**src/rtl/scan_chain_ctrl.sv**
```systemverilog
// Shift/capture/unload sequencer for a single scan chain.
// Optional compare-against-expected logic is enabled by defining SCAN_CHAIN_CTRL_COMPARE_EN.
module scan_chain_ctrl #(
    parameter int CHAIN_LEN   = 8,
    parameter int CNT_W       = 4,
    parameter int CAPTURE_CYC = 1
) (
    input  logic                 CK,
    input  logic                 RN,
    input  logic                 start,
    input  logic                 abort,
    input  logic [CHAIN_LEN-1:0] pattern_in,
    input  logic                 scan_out,
    output logic                 scan_en,
    output logic                 scan_in,
    output logic                 busy,
    output logic                 done,
    output logic [CHAIN_LEN-1:0] response
`ifdef SCAN_CHAIN_CTRL_COMPARE_EN
    ,
    input  logic [CHAIN_LEN-1:0] expected,
    output logic                 mismatch
`endif
);

    localparam logic [CNT_W-1:0] SHIFT_LAST = CNT_W'(CHAIN_LEN - 1);
    localparam logic [CNT_W-1:0] CAP_LAST   = CNT_W'(CAPTURE_CYC - 1);

    typedef enum logic [2:0] {
        S_IDLE,
        S_SHIFT,
        S_CAPTURE,
        S_UNLOAD,
        S_DONE
    } state_t;

    state_t                 r_state;
    state_t                 w_next_state;
    logic [CNT_W-1:0]       r_cnt;
    logic [CHAIN_LEN-1:0]   r_pattern;
    logic [CHAIN_LEN-2:0]   r_acc;
    logic [CHAIN_LEN-1:0]   r_response;
    logic                   r_scan_en;
    logic                   r_scan_in;
    logic                   r_busy;
    logic                   r_done;
    logic                   w_scan_en;
    logic                   w_scan_in;
    logic                   w_busy;
    logic                   w_done;
    logic                   w_accept;
    logic                   w_unload_last;
    logic [CHAIN_LEN-1:0]   w_unload_word;

    assign w_accept      = (r_state == S_IDLE) && start;
    assign w_unload_last = (r_state == S_UNLOAD) && !abort && (r_cnt == SHIFT_LAST);
    assign w_unload_word = {r_acc, scan_out};

    always_ff @(posedge CK or negedge RN) begin
        if (!RN) begin
            r_state <= S_IDLE;
        end else begin
            r_state <= w_next_state;
        end
    end

    always_comb begin
        w_next_state = r_state;
        unique case (r_state)
            S_IDLE:    if (start) w_next_state = S_SHIFT;
            S_SHIFT:   if (abort) w_next_state = S_IDLE;
                       else if (r_cnt == SHIFT_LAST) w_next_state = S_CAPTURE;
            S_CAPTURE: if (abort) w_next_state = S_IDLE;
                       else if (r_cnt == CAP_LAST) w_next_state = S_UNLOAD;
            S_UNLOAD:  if (abort) w_next_state = S_IDLE;
                       else if (r_cnt == SHIFT_LAST) w_next_state = S_DONE;
            S_DONE:    w_next_state = S_IDLE;
            default:   w_next_state = S_IDLE;
        endcase
    end

    // Outputs are decoded from the next state and registered, so they line up with r_state.
    always_comb begin
        w_scan_en = 1'b0;
        w_scan_in = 1'b0;
        w_busy    = 1'b0;
        w_done    = 1'b0;
        unique case (w_next_state)
            S_SHIFT: begin
                w_scan_en = 1'b1;
                w_busy    = 1'b1;
                w_scan_in = w_accept ? pattern_in[CHAIN_LEN-1] : r_pattern[CHAIN_LEN-1];
            end
            S_CAPTURE: w_busy = 1'b1;
            S_UNLOAD: begin
                w_scan_en = 1'b1;
                w_busy    = 1'b1;
            end
            S_DONE:  w_done = 1'b1;
            default: w_done = 1'b0;
        endcase
    end

    // r_pattern holds the bits still to be presented, next one in the MSB.
    always_ff @(posedge CK or negedge RN) begin
        if (!RN) begin
            r_cnt      <= '0;
            r_pattern  <= '0;
            r_acc      <= '0;
            r_response <= '0;
            r_scan_en  <= 1'b0;
            r_scan_in  <= 1'b0;
            r_busy     <= 1'b0;
            r_done     <= 1'b0;
        end else begin
            r_scan_en <= w_scan_en;
            r_scan_in <= w_scan_in;
            r_busy    <= w_busy;
            r_done    <= w_done;
            if (w_next_state != r_state) begin
                r_cnt <= '0;
            end else if (r_state != S_IDLE && r_state != S_DONE) begin
                r_cnt <= r_cnt + 1'b1;
            end
            if (w_accept) begin
                r_pattern <= {pattern_in[CHAIN_LEN-2:0], 1'b0};
                r_acc     <= '0;
            end else begin
                if (r_state == S_SHIFT) begin
                    r_pattern <= {r_pattern[CHAIN_LEN-2:0], 1'b0};
                end
                if (r_state == S_UNLOAD) begin
                    r_acc <= w_unload_word[CHAIN_LEN-2:0];
                end
            end
            if (w_unload_last) begin
                r_response <= w_unload_word;
            end
        end
    end

    assign scan_en  = r_scan_en;
    assign scan_in  = r_scan_in;
    assign busy     = r_busy;
    assign done     = r_done;
    assign response = r_response;

`ifdef SCAN_CHAIN_CTRL_COMPARE_EN
    logic [CHAIN_LEN-1:0] r_expected;
    logic                 r_mismatch;

    always_ff @(posedge CK or negedge RN) begin
        if (!RN) begin
            r_expected <= '0;
            r_mismatch <= 1'b0;
        end else if (w_accept) begin
            r_expected <= expected;
            r_mismatch <= 1'b0;
        end else if (w_unload_last) begin
            r_mismatch <= |(w_unload_word ^ r_expected);
        end
    end

    assign mismatch = r_mismatch;
`endif

endmodule

```
**config.mk**
```make
export PLATFORM = sky130hd
export DESIGN_NAME = scan_chain_ctrl
export DESIGN_NICKNAME = d
export VERILOG_FILES = /design/src/rtl/scan_chain_ctrl.sv
export SDC_FILE = /design/constraint.sdc
export NUM_CORES = 1
export LEC_CHECK = 0
export CAP_MARGIN = 10
export CORE_MARGIN = 2
export CORE_UTILIZATION = 56
export DETAILED_ROUTE_END_ITERATION = 10
export HOLD_SLACK_MARGIN = 0.05
export PLACE_DENSITY = 0.9
export SKIP_LAST_GASP = 1
export SYNTH_ARGS = -nofsm -noshare
export SYNTH_HDL_FRONTEND = slang
export SYNTH_SLANG_ARGS = --single-unit
export TNS_END_PERCENT = 10
```
**constraint.sdc**
```tcl
create_clock -name CK -period 2.81 [get_ports CK]
set_input_delay 0.281 -clock CK [delete_from_list [all_inputs] [get_ports CK]]
set_output_delay 0.281 -clock CK [all_outputs]
set_load 0.05 [all_outputs]
```
==> reports/results.ini, run 1 <==
[cells_and_area]
layout-drive-gt1-share=0.159
antenna_cells=0
area_of_combinational_cells_with_multiple_inputs_um2=606
fillerInstances=174
final_common_cell=sky130_fd_sc_hd__dfrtp_1
flow.area_growth_from_synthesis_pct=21.1
layout.nets=159
most-common-layout-cells=sky130_fd_sc_hd__dfrtp_1 (33), sky130_fd_sc_hd__clkdlybuf4s50_1 (24), sky130_fd_sc_hd__mux2i_1 (13)
register_area_um2=826

[global_routing]
grt_pass1_vias=1072
globalRouteOverflowTotal=0
globalRouteMet3Util=0.0721
grt_first_pass_wirelength_um=4950
grt_util_met2=0.345
grt_antenna_before_repair=0
grt-busiest-layer=met2
grt_max_degree=34
met1_usage=0.256
global_route.usage.total=0.215

[floorplanning]
core-area_um2=2500
io-pin-count=25
core.rowCount=18
initial_core_util=0.598
die_height_um=55.7
die_w_um=55.7
die-area_um2=3100

[power_and_ir_drop]
power_mw=1.04
peakVddDrop_uv=474
power.density_cell_area_nw_per_um2=574
power.leakage_nw=0.936

[drt]
route.detailed.drc=0
drt.antenna.violating_nets=0
via_count=991
via_per_inst=5.66
detailedRoute.firstIterationViolations=24
drt-pass1-iter-count=4
routed_wirelength_um=2830
route.detailed.wl_per_inst_um=16.2

[placement]
portBuffers=24
final_weighted_congestion_in_routability_driven_placement=0.954
dp_hpwl_um=2160

[sta]
period_needed_ns=2.18
min_period_over_period=0.776
clock_skews_ns=0.00708
fmax_mhz=459
setup_repair_after_global_routing_missed_its_margin=false
slew_headroom=0.588
timing.final.hold_violations=0
finalMaxSlewViolations=0
final-setup-viol-count=0
hold-worst-slack_ns=0.323
fin_tns_setup_ns=0
max_slew.worst_pin.slew_ns=0.615

[setup_path]
startpoint_type=flip-flop
end_kind=flip-flop
critPathRequiredTime_ns=3.04
worstReg2RegStart=r_state[2]$_DFF_PN0_
cp_data_arrival_time_ns=2.41
path_max_fanout=10
worst-setup-path-type=flip-flop to flip-flop
startpoint=r_state[2]$_DFF_PN0_

[yosys]
synth-seq-cells=33
post_synth_num_cell_types=31
synth_area_per_cell_um2=12.8
synthesis.yosys.warnings=0
yosysTopAreaCellShare=0.553
syn-cell-area_um2=1490
nets_in_the_synthesized_netlist=132
seq_area_frac_synth=0.553
post-synth-top-area-cell=sky130_fd_sc_hd__dfrtp_1
synth_area_leaders=sky130_fd_sc_hd__dfrtp_1 (55%), sky130_fd_sc_hd__mux2i_1 (8.7%), sky130_fd_sc_hd__mux2_4 (8.0%)
netlist_instances=117

[clock_tree]
post_cts_resized=0
clkSlewWorstSetupHoldPaths_ns=0.10
worstSkewPairLatency_ns=0.34
clockBufferDepth=2
ctsRootBufferMaster=sky130_fd_sc_hd__clkbuf_4
cts_htree_levels=2
cts_hold_buffers=0
cts.sinks=33
cts_setup_buffers=0
cts_made_buffers=5
tritoncts=done

[min_path]
worst_hold_path_type=input port to async pin

[job]
maxCapViolations=0

[outcome]
status=completed

## cells in the mapped netlist
cell type,number
sky130_fd_sc_hd__or2_2,1
sky130_fd_sc_hd__and3b_1,1
sky130_fd_sc_hd__o2111ai_1,1
sky130_fd_sc_hd__dfrtp_1,33
sky130_fd_sc_hd__xor2_1,2
sky130_fd_sc_hd__xnor2_1,1
sky130_fd_sc_hd__a21o_1,2
sky130_fd_sc_hd__nand3_1,1
sky130_fd_sc_hd__nor2_1,10
sky130_fd_sc_hd__nor4b_1,1
sky130_fd_sc_hd__buf_4,2
sky130_fd_sc_hd__buf_2,2
sky130_fd_sc_hd__nor4_1,4
sky130_fd_sc_hd__inv_1,4
sky130_fd_sc_hd__nor4b_2,1
sky130_fd_sc_hd__nor3b_1,1
sky130_fd_sc_hd__nor3b_2,1
sky130_fd_sc_hd__nand3b_1,3
sky130_fd_sc_hd__buf_6,2
sky130_fd_sc_hd__nor3_1,1
sky130_fd_sc_hd__mux2_4,8
sky130_fd_sc_hd__mux2i_1,13
sky130_fd_sc_hd__nand2_1,6
sky130_fd_sc_hd__ha_1,2
sky130_fd_sc_hd__and4b_1,1
sky130_fd_sc_hd__mux2_2,2
sky130_fd_sc_hd__a211oi_1,1
sky130_fd_sc_hd__o21ai_0,5
sky130_fd_sc_hd__or3_1,1
sky130_fd_sc_hd__a31oi_1,1
sky130_fd_sc_hd__a22o_1,3
## metal layers
metal / vias to the layer above / part of all wire / wire length, µm
li1: 471 / - / -
met1: 466 / 0.40 / 1120
met2: 45 / 0.52 / 1470
met3: 9 / 0.069 / 195
met4: 0 / 0.016 / 46
met5: - / 0 / 0
## cells by family after synthesis
family / after synthesis / share of synthesized area
compound gates: 13 / 0.0595
buf+inv: 10 / 0.0419
mux: 23 / 0.183
flops: 33 / 0.553
fa+ha+maj: 2 / 0.0167
simple gates: 33 / 0.129
xor+xnor: 3 / 0.0176
## final timing paths
path,slack [ns],cells past startpoint,endpoint
max,0.63,3,response[3]$_DFFE_PN0P_
min,0.32,2,r_cnt[2]$_DFFE_PN0P_
max in group asynchronous,2.20,2,r_cnt[1]$_DFFE_PN0P_
min reg2reg,0.49,1,r_pattern[7]$_DFFE_PN0P_
max reg2reg,0.63,3,response[3]$_DFFE_PN0P_
min in group CK,0.49,1,r_pattern[7]$_DFFE_PN0P_
## layout make-up
class | instances | area share
Clock buffer | 7 | 0.0360
Clock inverter | 1 | 0.00277
Inverter | 4 | 0.00830
Multi-Input combinational cell | 74 | 0.335
Sequential cell | 33 | 0.456
Tap cell | 30 | 0.0207
Timing Repair Buffer | 26 | 0.141
## flip-flops by register name (all words and copies together) (netlist names)
register	flops
done	1
busy	1
response	8
scan_in	1
r_acc	7
scan_en	1
r_pattern	7
r_state	3
r_cnt	4
## stage by stage
stage	std cells	instance area [µm²]	util	worst slack (ns)
2_1_floorplan	117	1490	-	1.14
6_report	175	1810	0.724	0.631
3_3_place_gp	167	1740	0.696	0.805
5_1_grt	175	1810	0.724	0.533
3_5_place_dp	167	1740	0.696	0.659
4_1_cts	175	1810	0.724	0.639
## report_power, final
part | switching [mW] | internal, mW | total [mW]
sequential | 0.0307 | 0.519 | 0.550
clock | 0.156 | 0.145 | 0.301
combinational | 0.103 | 0.0838 | 0.187
total | 0.291 | 0.748 | 1.04
## worst max-delay path: stages, from the launching register on
cell                       delay, ns
sky130_fd_sc_hd__dfrtp_1        0.47
sky130_fd_sc_hd__nand3b_1       0.49
sky130_fd_sc_hd__or3_1          0.73
sky130_fd_sc_hd__mux2_4         0.39
Power figures use the tool's default switching activity.
==> inputs of run 2 (changes only) <==
Settings changed: CORE_UTILIZATION 56 to 47, PLACE_DENSITY 0.9 to 0.82.
Clock period 2.81 ns to 2 ns, I/O delays scaled along.
==> reports/results.ini, run 2 (same netlist as run 1, synthesis figures left out) <==
[clock_tree]
ctsRootBufferMaster=sky130_fd_sc_hd__clkbuf_4
clockBufferDepth=2
clkSlewWorstSetupHoldPaths_ns=0.10
cts_htree_levels=2
cts_made_buffers=5
tritoncts=done
cts.sinks=33
cts_setup_buffers=0
cts_hold_buffers=0
worstSkewPairLatency_ns=0.32
post_cts_resized=0

[placement]
portBuffers=24
dp_hpwl_um=1790
final_weighted_congestion_in_routability_driven_placement=0.848
place_inst=182
placed_cell_area_um2=1760

[drt]
route.detailed.wl_per_inst_um=13.1
detailedRoute.firstIterationViolations=16
via_count=955
via_per_inst=5.03
route.detailed.drc=0
routed_wirelength_um=2480
drt.antenna.violating_nets=0
drt-pass1-iter-count=4

[power_and_ir_drop]
p_int_uw=978
p_seq_frac=0.561
peakVddDrop_uv=553
power.density_cell_area_nw_per_um2=759
combPwrFrac=0.185
power.leakage_nw=0.930
power_mw=1.38
clock_power_share=0.255
power.net_switching_uw=403
switching_share=0.292

[sta]
final-setup-viol-count=0
period_needed_ns=1.78
max_slew.worst_pin.slew_ns=0.593
fin_tns_setup_ns=0
finalMaxSlewViolations=0
fmax_mhz=563
setup_repair_after_global_routing_missed_its_margin=false
timing.final.hold_violations=0
slew_headroom=0.603
min_period_over_period=0.888
clock_skews_ns=0.00547

[job]
maxCapViolations=0

[setup_path]
worst-setup-path-type=flip-flop to flip-flop
path_max_fanout=10
end_kind=flip-flop
cp_data_arrival_time_ns=1.99
startpoint_type=flip-flop
rr_worst_depth=4
critPathRequiredTime_ns=2.21

[cells_and_area]
final_core_utilization=0.601
layout.nets=160
layoutNonFillerInstCount=190
largest_register_ffs=8
layout-drive-gt1-share=0.164
design_area_um2=1820
most-common-layout-cells=sky130_fd_sc_hd__dfrtp_1 (33), sky130_fd_sc_hd__clkdlybuf4s50_1 (24), sky130_fd_sc_hd__mux2i_1 (13)
final_common_cell=sky130_fd_sc_hd__dfrtp_1
antenna_cells=0
flow.area_growth_from_synthesis_pct=21.8

[floorplanning]
initial_core_util=0.493
core.rowCount=20
die-area_um2=3650
die_w_um=60.4
core-area_um2=3030
io-pin-count=25
die_height_um=60.4

[global_routing]
grt_max_degree=34
grt_pass1_vias=874
globalRouteOverflowTotal=0
grt_antenna_before_repair=0
global_route.usage.total=0.157
grt_first_pass_wirelength_um=4010

[min_path]
worst_hold_path_type=input port to async pin

[outcome]
status=completed

run 2: cell types whose count changed in the layout (fill, tap and decap cells not counted), sizes merged:
cell	before	now
buf	2	3
clkbuf	7	5
clkinv	1	2
clkinvlp	0	1
run 2: power groups by stage:
stage / Clock [mW] / Combinational [mW] / Sequential [mW]
2_1_floorplan: 0 / 0.140 / 0.808
3_3_place_gp: 0 / 0.248 / 0.781
3_5_place_dp: 0 / 0.258 / 0.786
4_1_cts: 0.366 / 0.260 / 0.774
5_1_grt: 0.398 / 0.279 / 0.783
6_report: 0.352 / 0.255 / 0.775
run 2: worst paths after layout:
path                            slack (ns)                startpoint                       end
min in group CK                       0.42             pattern_in[1]  r_pattern[2]$_DFFE_PN0P_
worst max-delay path                  0.22      r_cnt[1]$_DFFE_PN0P_   response[7]$_DFFE_PN0P_
max in group asynchronous             1.46                        RN   response[3]$_DFFE_PN0P_
worst min register to register        0.49  r_pattern[7]$_DFFE_PN0P_  r_pattern[7]$_DFFE_PN0P_
worst max register to register        0.22      r_cnt[1]$_DFFE_PN0P_   response[7]$_DFFE_PN0P_
worst min-delay path                  0.26                        RN  r_pattern[5]$_DFFE_PN0P_
run 2: area by class of cell:
cell class              instances  area [µm²]
multi-input cells              74         606
repair buffers                 27         263
clock inverters                 3        17.5
fillers                       254        1210
well taps                      44        55.1
flip-flops and latches         33         826
inverters                       4        15.0
clock buffers                   5        37.5
run 2: worst max-delay path, cell delays in order (launching register included):
cell and delay, ns:
sky130_fd_sc_hd__dfrtp_1 0.42, sky130_fd_sc_hd__ha_1 0.21, sky130_fd_sc_hd__nand3b_1 0.11, sky130_fd_sc_hd__or3_1 0.55, sky130_fd_sc_hd__mux2_4 0.38
run 2: stage by stage:
stage,setup WS [ns],hold slack (ns)
after floorplan,0.333,-0.0956
after global placement,0.211,0.463
after detailed placement,0.157,0.471
after CTS,0.239,0.250
after global routing,0.156,0.283
final,0.224,0.257
run 2: per-layer routing:
layer	track usage	vias to the layer above	part of all wire
met5	0	-	0
met4	0.114	0	0.020
met3	0.0384	4	0.031
met2	0.228	18	0.47
met1	0.206	459	0.48
li1	-	474	-
==> inputs of run 3 (changes only) <==
Settings changed: SKIP_CTS_REPAIR_TIMING from default to 1.
==> results of run 3 <==
Same layout as run 2: the final DEF is identical, and so are final timing and power.
